===== src/rtl/tff_toggle_ctrl.sv =====
// ============================================================================
//  Module   : tff_toggle_ctrl
//  Purpose  : Drives the t input of a single T flip-flop to produce a square
//             wave with a programmable half-period, either as a finite burst
//             of toggles or free-running until stopped.
//  Option   : TFF_TOGGLE_CTRL_PARK_EN - park q low at the end of every burst
//  Revision : 1.0  initial release
// ============================================================================
`default_nettype none

module tff_toggle_ctrl #(
  parameter int HP_W  = 8,
  parameter int CNT_W = 8
) (
  input  logic             clk,
  input  logic             rstn,
  input  logic             start,
  input  logic             stop,
  input  logic [HP_W-1:0]  half_period,
  input  logic [CNT_W-1:0] burst_len,
  input  logic             q_fb,
  output logic             t,
  output logic             busy,
  output logic             done,
  output logic             err,
  output logic [CNT_W-1:0] toggles_left
);

  typedef enum logic [2:0] {
    S_IDLE      = 3'd0,
    S_RUN       = 3'd1,
    S_PARK      = 3'd2,
    S_PARK_WAIT = 3'd3,
    S_DONE      = 3'd4
  } state_t;

`ifdef TFF_TOGGLE_CTRL_PARK_EN
  localparam state_t RUN_EXIT = S_PARK;
`else
  localparam state_t RUN_EXIT = S_DONE;
  logic unused_q_fb;
  assign unused_q_fb = q_fb;
`endif

  state_t          state;
  logic [HP_W-1:0] hp;
  logic [HP_W-1:0] cnt;
  logic            free_run;

  always_ff @(posedge clk or negedge rstn) begin
    if (!rstn) begin
      state        <= S_IDLE;
      hp           <= '0;
      cnt          <= '0;
      free_run     <= 1'b0;
      t            <= 1'b0;
      busy         <= 1'b0;
      done         <= 1'b0;
      err          <= 1'b0;
      toggles_left <= '0;
    end else begin
      t    <= 1'b0;
      done <= 1'b0;
      err  <= 1'b0;
      case (state)
        S_IDLE: begin
          // A simultaneous stop suppresses both the start and its error.
          if (start && !stop) begin
            if (half_period == '0) begin
              err <= 1'b1;
            end else begin
              hp           <= half_period;
              cnt          <= half_period - HP_W'(1);
              toggles_left <= burst_len;
              free_run     <= (burst_len == '0);
              busy         <= 1'b1;
              state        <= S_RUN;
            end
          end
        end

        S_RUN: begin
          if (stop) begin
            state <= RUN_EXIT;
          end else if (cnt == '0) begin
            t   <= 1'b1;
            cnt <= hp - HP_W'(1);
            if (!free_run) begin
              toggles_left <= toggles_left - CNT_W'(1);
              if (toggles_left == CNT_W'(1)) begin
                state <= RUN_EXIT;
              end
            end
          end else begin
            cnt <= cnt - HP_W'(1);
          end
        end

`ifdef TFF_TOGGLE_CTRL_PARK_EN
        // A pulse still in flight on t toggles q at this same edge, so the
        // level q will settle to is q_fb ^ t.
        S_PARK: begin
          if (q_fb ^ t) begin
            t     <= 1'b1;
            state <= S_PARK_WAIT;
          end else begin
            state <= S_DONE;
          end
        end

        S_PARK_WAIT: begin
          state <= S_DONE;
        end
`endif

        S_DONE: begin
          done         <= 1'b1;
          busy         <= 1'b0;
          toggles_left <= '0;
          cnt          <= '0;
          state        <= S_IDLE;
        end

        default: begin
          state <= S_IDLE;
        end
      endcase
    end
  end

endmodule

`default_nettype wire


===== config.mk =====
export PLATFORM = sky130hd
export DESIGN_NAME = tff_toggle_ctrl
export DESIGN_NICKNAME = d
export VERILOG_FILES = /design/src/rtl/tff_toggle_ctrl.sv
export SDC_FILE = /design/constraint.sdc
export NUM_CORES = 1
export LEC_CHECK = 0
export ABC_AREA = 1
export ABC_CLOCK_PERIOD_IN_PS = 2200
export CAP_MARGIN = 30
export CORE_ASPECT_RATIO = 1.5
export CORE_MARGIN = 5
export CORE_UTILIZATION = 60
export DETAILED_ROUTE_END_ITERATION = 10
export DONT_BUFFER_PORTS = 1
export PLACE_DENSITY = 0.76
export SLEW_MARGIN = 5
export SYNTH_ARGS = -nofsm -noshare
export SYNTH_HDL_FRONTEND = slang
export SYNTH_SLANG_ARGS = --single-unit

===== constraint.sdc =====
create_clock -name clk -period 2.2 [get_ports clk]
set_input_delay 0.33 -clock clk [delete_from_list [all_inputs] [get_ports clk]]
set_output_delay 0.33 -clock clk [all_outputs]
set_load 0.01 [all_outputs]

== Word-level counts from Yosys, hierarchy flattened ==
Cells that the tools add are included.

* Bits of input ports: 21
* Memories kept: 0
* Bits in latches: 0
* Logic and storage cells: 66
* Register bits after elaboration: 32
* Bits in writable memories: 0
* Bits in read-only memories: 0

* Multipliers: 0
* Shifts and indexed selects: 0
* Muxes and demuxes: 28
* Bitwise operators: 1
* Reductions and logical operators: 13
* Divide/modulo/power cells: 0
* $lt $le $gt $ge: 0
* Add/sub/neg operators: 4
* Equality and inequality tests: 11

{| class="wikitable"
|+ Operator list
! cell !! count
|-
| 2-to-1 mux 8 bit || 9
|-
| one-hot mux 8 bit (3 select lines) || 2
|-
| subtractor 8 x 1 -> 8 bit (second input constant) || 4
|-
| zero test 8 bit || 3
|-
| 2-to-1 mux 3 bit || 6
|-
| != test 2 bit (second input constant) || 5
|-
| 2-to-1 mux 1 bit || 9
|-
| != test 3 bit (second input constant) || 3
|-
| == test 8 x 1 -> 1 bit (second input constant) || 1
|-
| one-hot mux 3 bit (2 select lines) || 1
|-
| AND reduction 3 bit || 2
|-
| AND reduction 6 bit || 1
|-
| AND reduction 5 bit || 1
|-
| AND reduction 4 bit || 1
|-
| == test 3 x 1 -> 1 bit (second input constant) || 1
|-
| == test 3 bit (second input constant) || 1
|-
| zero test 3 bit || 1
|-
| nonzero test 3 bit || 1
|-
| one-hot mux 1 bit (2 select lines) || 1
|-
| nonzero test 2 bit || 1
|-
| logical AND 1 bit || 1
|-
| zero test 1 bit || 1
|-
| inverter 1 bit || 1
|}

== Longest topological paths before layout ==
Gate-level depths: netlist of run 1.

* Depth in word-level cells: 6
* Mapped depth: 12
* Gate-level depth less buffers: 12

== Worst setup path after synthesis of run 1 ==
OpenSTA, ideal clock, no wires.

* Kind: register to register
* Start point: reg state[2]
* End point: reg cnt[4]
* Slack: 0.420 ns
* Required time: 2.083 ns
* Library setup time: 0.117 ns
* Period minus slack after synthesis: 1.780 ns
* Arrival time: 1.663 ns
* Stages on the path, launching flop included: 12
* Cell sequence: dfrtp_1 inv_1 ha_1 buf_2 nor2_1 a21oi_4 inv_2 ha_1 nand2_1 o21ai_0 nand3_1 nand2_1

* Longest elaborated chain between the ends: 3
* Elaborated cells between the ends (all ways): 9

{| class="wikitable"
|+ Ends and longest elaborated chain
! element !! line !! RTL
|-
| start: declaration || 45 || <nowiki>state_t state;</nowiki>
|-
| start signal: assignment || 52 || <nowiki>state <= S_IDLE;</nowiki>
|-
| start signal: assignment || 77 || <nowiki>state <= S_RUN;</nowiki>
|-
| start signal: assignment || 84 || <nowiki>state <= RUN_EXIT;</nowiki>
|-
| == test 3 x 1 -> 1 bit (tied with other cells) || 65 || <nowiki>case (state)</nowiki>
|-
| != test 2 bit (no line) / nonzero test 3 bit (equally long branches) || - ||
|-
| AND reduction 4 bit (no line) || - ||
|-
| end signal: assignment || 73 || <nowiki>cnt <= half_period - HP_W'(1);</nowiki>
|-
| end signal: assignment || 87 || <nowiki>cnt <= hp - HP_W'(1);</nowiki>
|-
| end signal: assignment || 95 || <nowiki>cnt <= cnt - HP_W'(1);</nowiki>
|-
| end: declaration || 47 || <nowiki>logic [HP_W-1:0] cnt;</nowiki>
|}

Several ways; a longest one is shown, not always the timed one.
A chain may end at the register's enable or synchronous reset.

== Final worst setup path of run 1 ==
* Start point: reg state[2]
* End point: reg toggles_left[0]

* Longest elaborated chain between the ends: 3
* Elaborated cells between the ends (all ways): 11

{| class="wikitable"
|+ Ends and longest elaborated chain
! element !! line !! RTL
|-
| == test 3 x 1 -> 1 bit (tied with other cells) || 65 ||
|-
| != test 2 bit (no line) / nonzero test 3 bit (equally long branches) || - ||
|-
| AND reduction 6 bit (no line) || - ||
|-
| end signal: assignment || 74 || <nowiki>toggles_left <= burst_len;</nowiki>
|-
| end signal: assignment || 89 || <nowiki>toggles_left <= toggles_left - CNT_W'(1);</nowiki>
|-
| end: declaration || 26 || <nowiki>output logic [CNT_W-1:0] toggles_left</nowiki>
|}

Several ways; a longest one is shown, not always the timed one.

==> results of run 1 <==
power groups by stage:
stage	logic, mW	clock network (mW)	registers [mW]
after floorplan	1.32	0	1.02
after global placement	1.59	0	1.07
final	1.66	0.500	1.07
after detailed placement	1.63	0	1.08
after CTS	1.66	0.509	1.07
after global routing	1.90	0.542	1.11
worst register-to-register path, cell delays in order, from the launching register on:
cell     delay (ps)
dfrtp_1         380
inv_1           100
ha_1            270
buf_4           210
nand2_1          60
inv_1            40
nor2_1          160
nand2_4         160
a21oi_4         270
inv_4           100
nand2_1          80
o21ai_2          50
per-layer routing:
layer | vias up | global-route usage, % | wire length (µm)
met1 | 764 | 22.7 | 1660
met3 | 14 | 4.85 | 194
met4 | 0 | 14.0 | 172
met5 | - | 0 | 0
met2 | 32 | 41.4 | 2380
li1 | 858 | - | -
logic make-up after synthesis:
family	synth area share (%)
AO/OA/AOI/OAI	12.4
XOR/XNOR	1.34
adder cells (fa/ha/maj)	5.11
buffers and inverters	8.30
flip-flops	39.6
AND/OR/NAND/NOR	33.2
final timing paths:
kind / start / end / slack, ps / cells past startpoint
min in group asynchronous: rstn / cnt[1]$_DFFE_PN0P_ / 470 / 2
max reg2reg: state[2]$_DFFE_PN0P_ / toggles_left[0]$_DFFE_PN0P_ / 210 / 11
max: state[2]$_DFFE_PN0P_ / toggles_left[0]$_DFFE_PN0P_ / 210 / 11
max in group asynchronous: rstn / toggles_left[2]$_DFFE_PN0P_ / 1540 / 2
min reg2reg: hp[3]$_DFFE_PN0P_ / hp[3]$_DFFE_PN0P_ / 490 / 2
min: stop / t$_DFF_PN0_ / 110 / 1
Yosys cell counts (all sizes together):
cell and n:
nor4 4, nor2 31, o211ai 1, xor2 2, a32o 2, o21ai 26
nor3 3, buf 2, nand2 88, nand4 3, a22oi 2, a31oi 1
inv 40, a2bb2oi 1, dfrtp 31, ha 8, nand3 14, xnor2 1
a21oi 5
what timing repair did:
item | 4_1_cts | 5_1_grt
endpoints found under the setup margin | 0 | 0
hold buffers | 2 | 0
endpoints found under the hold margin | 31 | 0
registers in the layout, summed over array words and instances, names as in the netlist:
name          count
cnt               8
hp                8
toggles_left      8
state             2
busy              1
done              1
err               1
free_run          1
t                 1
through the flow:
| stage | total power, mW | hold slack [ps] | instance area, µm² |
|---|---|---|---|
| 2_1_floorplan | 2.34 | 34.4 | 1960 |
| 3_3_place_gp | 2.67 | 35.4 | 2020 |
| 3_5_place_dp | 2.71 | 35.4 | 2020 |
| 4_1_cts | 3.24 | 102 | 2150 |
| 5_1_grt | 3.55 | 108 | 2150 |
| 6_report | 3.22 | 110 | 2150 |
layout make-up:
| class | count | area (µm²) |
|---|---|---|
| multi-input combinational | 192 | 1020 |
| fill | 287 | 1010 |
| sequential | 31 | 776 |
| inverter | 40 | 153 |
| clock buffer | 8 | 100 |
| timing repair buffer | 5 | 52.6 |
| tap | 40 | 50.0 |
==> summary.txt, run 1 <==
Status
  • Status: finished, final reports clean

Pwr
  • Internal power: roughly 1.7 mW
  • Net switching power: 1.54 mW
  • Leakage power: approximately 1.1 nW
  • Switching Share: a little under half
  • Clock power frac: approximately 16%
  • Pwr/cell area: ~1500 nW/µm²
  • Maximum VDD drop: 0.000850 V
  • Reg power frac: around 33%
  • Combinational share of power: 51.4%

Setup path
  • Worst path max stage delay: between 300 and 400 ps
  • Critical path's top delay family: simple AND/OR/NAND/NOR gates
  • Crit-path cells: inv_1 -> ha_1 -> buf_4 -> nand2_1 -> inv_1 -> nor2_1 -> nand2_4 -> a21oi_4 -> inv_4 -> nand2_1 -> o21ai_2
  • Largest fanout on the critical path: 10
  • Worst Setup End Kind: flop
  • Slowest-stage cell, CP: dfrtp_1
  • CP startpoint kind: flop
  • Critical path type: flop to flop
  • CP Data Required Time: approximately 2400 ps
  • Buf/Inv on CP: 4
  • Crit path DAT: about 2200 ps

CTS
  • CTS sink count: 31
  • Clock-pin slew on the worst setup and hold paths: approximately 60 ps
  • Postcts setup bufs: 0
  • PostCTS Resize Cnt: 0
  • Clk root buf: clkbuf_8
  • Skew-Pair Late Insertion Delay: around 290 ps
  • CTS tree: built
  • CTS Buf Count: 5
  • H-tree depth: 2
  • Max clock buf depth: 2

STA
  • Fin crit share: about nine tenths
  • Unrepaired setup endpoints after global routing: false
  • Final hold vios: 0
  • Final Max Slew Viols: 0
  • Slew headroom: 72.3%
  • Min Tclk post-route: a little under 2000 ps
  • Final worst slack: ~210 ps
  • TNS Setup: 0 ps
  • Fmax achieved: around 0.50 GHz
  • Worst-Margin Slew: slightly above 400 ps
  • Final setup fails: 0
  • Clock skew: 3.84 ps

Floorplan
  • Die area: approximately 4500 µm²
  • Num rows: 25
  • I/O Pins: 33
  • Die H: about 80 µm
  • Initial core utilization: between 60 and 70%
  • Die X: between 50 and 60 µm
  • Core ar.: 3160 µm²

Global route
  • Remaining Overflow, GRT: 0
  • Largest net degree at the start of global routing: 32
  • First-pass GRT wire length: ~8000 µm
  • Initial antenna violation count: 0
  • Vias in the first global route: between 1500 and 2000
  • Gr usage total: 22.6%

Synthesis
  • Largest area contributor in the netlist: dfrtp_1
  • Mapped Cells: 265
  • Syn. warnings: 0
  • Synth area leaders: dfrtp_1 (40%), nand2_1 (15%), inv_1 (6.9%), ha_1 (5.1%), nor2_1 (5.0%)
  • Synthesized cell area: 1960 µm²
  • Register area share after synthesis: approximately 40%
  • Distinct cells, synth: 30
  • Flops & latches, synth: 31
  • Syn_area_per_cell: approximately 7.4 µm²
  • Synthesized Nets: approximately 300
  • Top-area cell type share of the netlist area: between 30% and 40%

Final layout
  • Commonest cells after routing, fill and taps aside: nand2_1 (78), inv_1 (36), dfrtp_1 (31)
  • N_diodes: 0
  • Nets@finish: 304
  • Area added between synthesis and finish: 9.83%
  • Share of layout cells above drive strength 1: about an eighth
  • Fin util: approximately 68%
  • Most common cell after layout, fill and taps aside: nand2_1
  • Layout Cells excl Fill: about 320

Placement
  • GPL Wtd Cong: 0.895
  • Placed Cells: a little over 300
  • DP HPWL: roughly 3400 µm
  • Post-place setup slack: 211 ps
  • Port bufs: 0

Routing
  • Routed WL: between 4000 and 5000 µm
  • Initial DRC Count: approximately 50
  • Routed len/inst: between 10 and 15 µm
  • Via/cell ratio: between 5 and 6
  • Pre-antenna DRT Iters: 4
  • DRC viols: 0
  • Post-route antenna net violation count: 0
  • Via count: 1668

Run
  • Max-Cap Viols: 0

Min path
  • Tightest Hold Check Type: input port to flop
Note: power is estimated with default switching activity, not from simulation.
==> run 2: changes to the inputs <==
--- a/config.mk
+++ b/config.mk
@@ -13,6 +13,8 @@
 export CORE_UTILIZATION = 60
 export DETAILED_ROUTE_END_ITERATION = 10
 export DONT_BUFFER_PORTS = 1
+export GPL_ROUTABILITY_DRIVEN = 0
+export GPL_TIMING_DRIVEN = 0
 export PLACE_DENSITY = 0.76
 export SLEW_MARGIN = 5
 export SYNTH_ARGS = -nofsm -noshare
==> run 2 against run 1 <==
Against the previous run: total power fell by 0.92%; count of clock-buffer cells in the layout stayed put; utilization is 0.32 points lower; global-route usage rose by 0.27 points; flip-flop and latch count did not move; sequential power is essentially flat; non-clock buffer count decreased by 1; clock skew up 0.60 ps; largest cell class unchanged; highest routed layer unchanged.
==> summary.txt, run 2 (same netlist as run 1, synthesis figures left out) <==
STA
  • Fmax achieved: 0.509 GHz (+1.2%)
  • Min Tclk post-route: 1970 ps (-23.1 ps)
  • TNS Setup: 0 ps (unchanged)
  • Final setup fails: 0 (unchanged)
  • Fin crit share: 89.3% (-1.1 points)
  • Slew headroom: 72.5% (+0.15 points)
  • Unrepaired setup endpoints after global routing: false
  • Final hold vios: 0 (unchanged)
  • Final Max Slew Viols: 0 (unchanged)
  • Clock skew: 4.44 ps (+0.604 ps)
  • Worst-Margin Slew: 409 ps (-5.52 ps)

Floorplan
  • Die X: 56.7 µm (unchanged)
  • Initial core utilization: 62.1% (unchanged)
  • Die area: 4530 µm² (unchanged)
  • Core ar.: 3160 µm² (unchanged)
  • I/O Pins: 33 (unchanged)
  • Die H: 80.0 µm (unchanged)
  • Num rows: 25 (unchanged)

Global route
  • Initial antenna violation count: 0 (unchanged)
  • Gr usage total: 22.9% (+0.27 points)
  • Vias in the first global route: 1760 (+1.4%)
  • Largest net degree at the start of global routing: 32 (unchanged)
  • First-pass GRT wire length: 8070 µm (+3.4%)
  • Remaining Overflow, GRT: 0 (unchanged)

CTS
  • Clk root buf: clkbuf_8
  • Postcts setup bufs: 0 (unchanged)
  • Skew-Pair Late Insertion Delay: 280 ps (about the same)
  • Clock-pin slew on the worst setup and hold paths: 60 ps (about the same)
  • CTS Buf Count: 5 (unchanged)
  • CTS tree: built
  • Max clock buf depth: 2 (unchanged)
  • H-tree depth: 2 (unchanged)
  • CTS sink count: 31 (unchanged)

Placement
  • Port bufs: 0 (unchanged)
  • DP HPWL: 3350 µm (-0.78%)

Routing
  • Initial DRC Count: 52 (+2.0%)
  • Routed WL: 4420 µm (+0.25%)
  • DRC viols: 0 (unchanged)
  • Routed len/inst: 14.0 µm (+0.57%)
  • Via count: 1675 (+0.42%)
  • Pre-antenna DRT Iters: 4 (unchanged)
  • Via/cell ratio: 5.32 (+0.74%)
  • Post-route antenna net violation count: 0 (unchanged)

Setup path
  • Critical path type: flop to flop
  • CP startpoint kind: flop
  • Buf/Inv on CP: 3 (-1)
  • Crit path DAT: 2140 ps (-20 ps)
  • Slowest-stage cell, CP: dfrtp_1
  • Critical path's top delay family: adder cells
  • CP Data Required Time: 2370 ps (about the same)
  • Worst Setup End Kind: flop
  • Worst path max stage delay: 400 ps (+20 ps)
  • Crit-path cells: inv_1 -> ha_1 -> buf_4 -> nor2_1 -> a21oi_4 -> inv_2 -> ha_1 -> nand2_1 -> o21ai_0 -> nand3_1 -> nand2_1
  • Largest fanout on the critical path: 10 (unchanged)

Pwr
  • Leakage power: 1.10 nW (-0.65%)
  • Pwr/cell area: 1490 nW/µm² (-0.46%)
  • Internal power: 1.67 mW (-0.87%)
  • Clock power frac: 15.5% (about the same)
  • Net switching power: 1.52 mW (-0.97%)
  • Switching Share: 47.7% (about the same)
  • Maximum VDD drop: 0.000873 V (+2.7%)
  • Reg power frac: 33.3% (+0.2 points)
  • Combinational share of power: 51.1% (-0.3 points)

Final layout
  • Commonest cells after routing, fill and taps aside: nand2_1 (78), inv_1 (36), dfrtp_1 (31)
  • Fin util: 67.8% (-0.32 points)
  • Area added between synthesis and finish: 9.32%
  • Most common cell after layout, fill and taps aside: nand2_1
  • N_diodes: 0 (unchanged)
  • Nets@finish: 303 (-0.33%)
  • Share of layout cells above drive strength 1: 12.7% (-0.32 points)
  • Largest regs: cnt (8), hp (8), toggles_left (8)

Run
  • Max-Cap Viols: 0 (unchanged)

Min path
  • Tightest Hold Check Type: input port to flop

Status
  • Status: finished, final reports clean
[run 2: through the flow]
step / total power [mW] / hold slack, ps / area (µm²) / instances / setup WS (ps)
2_1_floorplan: 2.34 / 34.4 / 1960 / 265 / 420
3_3_place_gp: 2.64 / 35.5 / 2010 / 305 / 199
3_5_place_dp: 2.68 / 35.2 / 2010 / 305 / 171
4_1_cts: 3.21 / 112 / 2140 / 315 / 159
5_1_grt: 3.56 / 121 / 2140 / 315 / 14.0
6_report: 3.19 / 117 / 2140 / 315 / 234
[run 2: worst register-to-register path, delay by kind of cell, from the launching register on]
kind | cells | cell delay [ps]
buffers and inverters | 3 | 420
DFF | 1 | 400
and+or+nand+nor | 4 | 330
AOI/OAI and AO/OA | 2 | 250
adders and majority gates | 2 | 470
[run 2: path summary, 6_finish.rpt]
kind / depth (start not counted) / slack [ps] / startpoint / endpoint
max in group asynchronous: 2 / 1520 / rstn / toggles_left[0]$_DFFE_PN0P_
max: 11 / 230 / state[2]$_DFFE_PN0P_ / cnt[4]$_DFFE_PN0P_
min in group asynchronous: 2 / 510 / rstn / cnt[1]$_DFFE_PN0P_
min reg2reg: 2 / 490 / hp[3]$_DFFE_PN0P_ / hp[3]$_DFFE_PN0P_
max reg2reg: 11 / 230 / state[2]$_DFFE_PN0P_ / cnt[4]$_DFFE_PN0P_
min: 1 / 120 / stop / t$_DFF_PN0_
[run 2: what timing repair did]
action / 4_1_cts / 5_1_grt
gates resized for setup: 0 / 2
endpoints found under the hold margin: 31 / 0
hold buffers: 2 / 0
endpoints found under the setup margin: 0 / 1
[run 2: routing by layer]
layer	vias to the layer above	part of all wire (%)	track usage (%)
met5	-	0	0
met3	12	4.3	5.02
met2	37	55	43.2
met4	0	2.4	9.50
met1	766	38	23.9
li1	860	-	-
[run 2: power groups by stage]
| stage | Combinational [mW] | Sequential (mW) | Clock (mW) |
|---|---|---|---|
| 2_1_floorplan | 1.32 | 1.02 | 0 |
| 3_3_place_gp | 1.57 | 1.07 | 0 |
| 3_5_place_dp | 1.60 | 1.08 | 0 |
| 4_1_cts | 1.64 | 1.07 | 0.504 |
| 5_1_grt | 1.92 | 1.11 | 0.536 |
| 6_report | 1.63 | 1.06 | 0.497 |
[run 2: layout make-up]
cell class                      count  area [µm²]
Buffer                              2        12.5
Clock buffer                        8         100
Fill cell                         287        1020
Inverter                           40         153
Multi-Input combinational cell    192        1020
Sequential cell                    31         776
Tap cell                           40        50.0
Timing Repair Buffer                2        30.0
==> run 3: changes to the inputs <==
--- a/config.mk
+++ b/config.mk
@@ -15,7 +15,8 @@
 export DONT_BUFFER_PORTS = 1
 export GPL_ROUTABILITY_DRIVEN = 0
 export GPL_TIMING_DRIVEN = 0
-export PLACE_DENSITY = 0.76
+export HOLD_SLACK_MARGIN = 0.03
+export PLACE_DENSITY_LB_ADDON = 0.05
 export SLEW_MARGIN = 5
 export SYNTH_ARGS = -nofsm -noshare
 export SYNTH_HDL_FRONTEND = slang
==> run 3 against run 2 <==
Against the previous run: critical path type unchanged; via count is 1.3% higher; die area stayed put; final cell count is 0.32% lower; global-route usage is 0.34 points higher; critical endpoint unchanged.
==> summary.txt, run 3 (same netlist as run 1, synthesis figures left out) <==
CTS
  • Clk root buf: clkbuf_8
  • H-tree depth: 2 (unchanged)
  • Max clock buf depth: 2 (unchanged)
  • CTS Buf Count: 5 (unchanged)
  • CTS sink count: 31 (unchanged)
  • Postcts setup bufs: 0 (unchanged)
  • Clock-pin slew on the worst setup and hold paths: 60 ps (about the same)
  • Skew-Pair Late Insertion Delay: 290 ps (about the same)
  • CTS tree: built

Setup path
  • Worst r2r dst: cnt[4]$_DFFE_PN0P_
  • Buf/Inv on CP: 3 (unchanged)
  • Critical path type: flop to flop
  • CP startpoint kind: flop
  • CP Data Required Time: 2380 ps (about the same)
  • Worst path depth: 11 (unchanged)
  • End of the critical path: cnt[4]$_DFFE_PN0P_
  • Crit path DAT: 2150 ps (about the same)
  • FF-to-FF Start: state[2]$_DFFE_PN0P_
  • Slowest-stage cell, CP: dfrtp_1
  • Crit-path cells: inv_1 -> ha_1 -> buf_4 -> nor2_1 -> a21oi_4 -> inv_2 -> ha_1 -> nand2_1 -> o21ai_0 -> nand3_1 -> nand2_1
  • Reg2reg setup slack: 220 ps (about the same)
  • Worst Setup End Kind: flop
  • Worst setup path startpoint: state[2]$_DFFE_PN0P_
  • Worst-case reg-to-reg path depth: 11 (unchanged)
  • Critical path's top delay family: adder cells
  • Largest fanout on the critical path: 10 (unchanged)
  • Worst path max stage delay: 400 ps (about the same)

Global route
  • Initial antenna violation count: 0 (unchanged)
  • First-pass GRT wire length: 7930 µm (-1.7%)
  • Remaining Overflow, GRT: 0 (unchanged)
  • Largest net degree at the start of global routing: 32 (unchanged)
  • Vias in the first global route: 1754 (-0.34%)
  • Gr usage total: 23.2% (+0.34 points)

STA
  • Final Max Slew Viols: 0 (unchanged)
  • Final hold vios: 0 (unchanged)
  • Worst-Margin Slew: 435 ps (+25.5 ps)
  • Unrepaired setup endpoints after global routing: false
  • Final setup fails: 0 (unchanged)
  • Min Tclk post-route: 1980 ps (+12.3 ps)
  • Slew headroom: 70.8% (-1.7 points)
  • Clock skew: 7.45 ps (+3.01 ps)
  • Fin crit share: 89.9% (+0.56 points)
  • TNS Setup: 0 ps (unchanged)
  • Fmax achieved: 0.506 GHz (-0.62%)

Final layout
  • N_diodes: 0 (unchanged)
  • Area added between synthesis and finish: 8.68%
  • Largest regs: cnt (8), hp (8), toggles_left (8)
  • Most common cell after layout, fill and taps aside: nand2_1
  • Fin area: 2130 µm² (-0.58%)
  • Share of layout cells above drive strength 1: 12.8% (+0.046 points)
  • Commonest cells after routing, fill and taps aside: nand2_1 (78), inv_1 (36), dfrtp_1 (31)
  • Layout Cells excl Fill: 314 (-0.32%)
  • Nets@finish: 303 (unchanged)

Pwr
  • Pwr/cell area: 1490 nW/µm² (-0.30%)
  • Maximum VDD drop: 0.000778 V (-11%)
  • Leakage power: 1.09 nW (-0.41%)

Placement
  • DP HPWL: 3450 µm (+3.2%)
  • Port bufs: 0 (unchanged)
  • Placed Cells: 305 (unchanged)
  • Placed Area: 2010 µm² (unchanged)

Routing
  • Routed len/inst: 14.5 µm (+3.3%)
  • DRC viols: 0 (unchanged)
  • Post-route antenna net violation count: 0 (unchanged)
  • Initial DRC Count: 38 (-27%)
  • Via count: 1697 (+1.3%)
  • Pre-antenna DRT Iters: 5 (+1)
  • Via/cell ratio: 5.40 (+1.6%)
  • Routed WL: 4550 µm (+3.0%)

Floorplan
  • Num rows: 25 (unchanged)
  • I/O Pins: 33 (unchanged)
  • Core ar.: 3160 µm² (unchanged)
  • Die X: 56.7 µm (unchanged)
  • Die H: 80.0 µm (unchanged)
  • Die area: 4530 µm² (unchanged)
  • Initial core utilization: 62.1% (unchanged)

Status
  • Status: finished, final reports clean

Run
  • Max-Cap Viols: 0 (unchanged)

Min path
  • Tightest Hold Check Type: input port to flop
-- run 3: cell types whose count changed in the layout (fill, tap and decap cells not counted) --
cell	previous run	this run
clkbuf_1	1	0
clkbuf_8	7	6
clkinv_2	0	1
-- run 3: power breakdown --
group	switching [mW]	internal, mW
clock	0.212	0.245
combinational	1.08	0.566
sequential	0.250	0.818
-- run 3: cell type report --
cell class / count / area, µm²
fill: 295 / 1030
multi-input combinational: 192 / 1020
sequential: 31 / 776
inverter: 40 / 153
clock buffer: 6 / 82.6
tap: 40 / 50.0
timing repair buffer: 2 / 30.0
buffer: 2 / 12.5
clock inverter: 1 / 5.00
-- run 3: worst reg2reg max path: stages (launching register included) --
cell	delay (ps)
dfrtp_1	400
inv_1	130
ha_1	220
buf_4	210
nor2_1	90
a21oi_4	180
inv_2	70
ha_1	240
nand2_1	100
o21ai_0	90
nand3_1	90
nand2_1	50
-- run 3: repair_timing --
item | CTS | global route
hold buffers | 2 | 0
gates resized for setup | 0 | 2
hold endpoints to repair | 31 | 0
endpoints found under the setup margin | 0 | 1
-- run 3: worst min path at each step --
stage / start / end / depth (start not counted)
3_3_place_gp: rstn / hp[1]$_DFFE_PN0P_ / 0
5_1_grt: stop / t$_DFF_PN0_ / 1
6_report: stop / t$_DFF_PN0_ / 1
2_1_floorplan: rstn / busy$_DFFE_PN0P_ / 0
3_5_place_dp: rstn / cnt[0]$_DFFE_PN0P_ / 0
4_1_cts: stop / t$_DFF_PN0_ / 1
-- run 3: through the flow --
step | total power, mW | setup slack [ps] | hold slack, ps | utilization [%]
6_report | 3.17 | 222 | 113 | 67.4
3_5_place_dp | 2.70 | 170 | 35.2 | 63.6
3_3_place_gp | 2.66 | 177 | 35.2 | 63.6
2_1_floorplan | 2.34 | 420 | 34.4 | -
4_1_cts | 3.19 | 144 | 108 | 67.4
5_1_grt | 3.50 | 30.8 | 116 | 67.4
-- run 3: layer usage --
layer  wire, µm  track usage, %  share of wire (%)
met1       1650            22.1                 36
met2       2530            43.8                 56
met3        226            6.80                5.0
met4        142            12.1                3.1
met5          0               0                  0
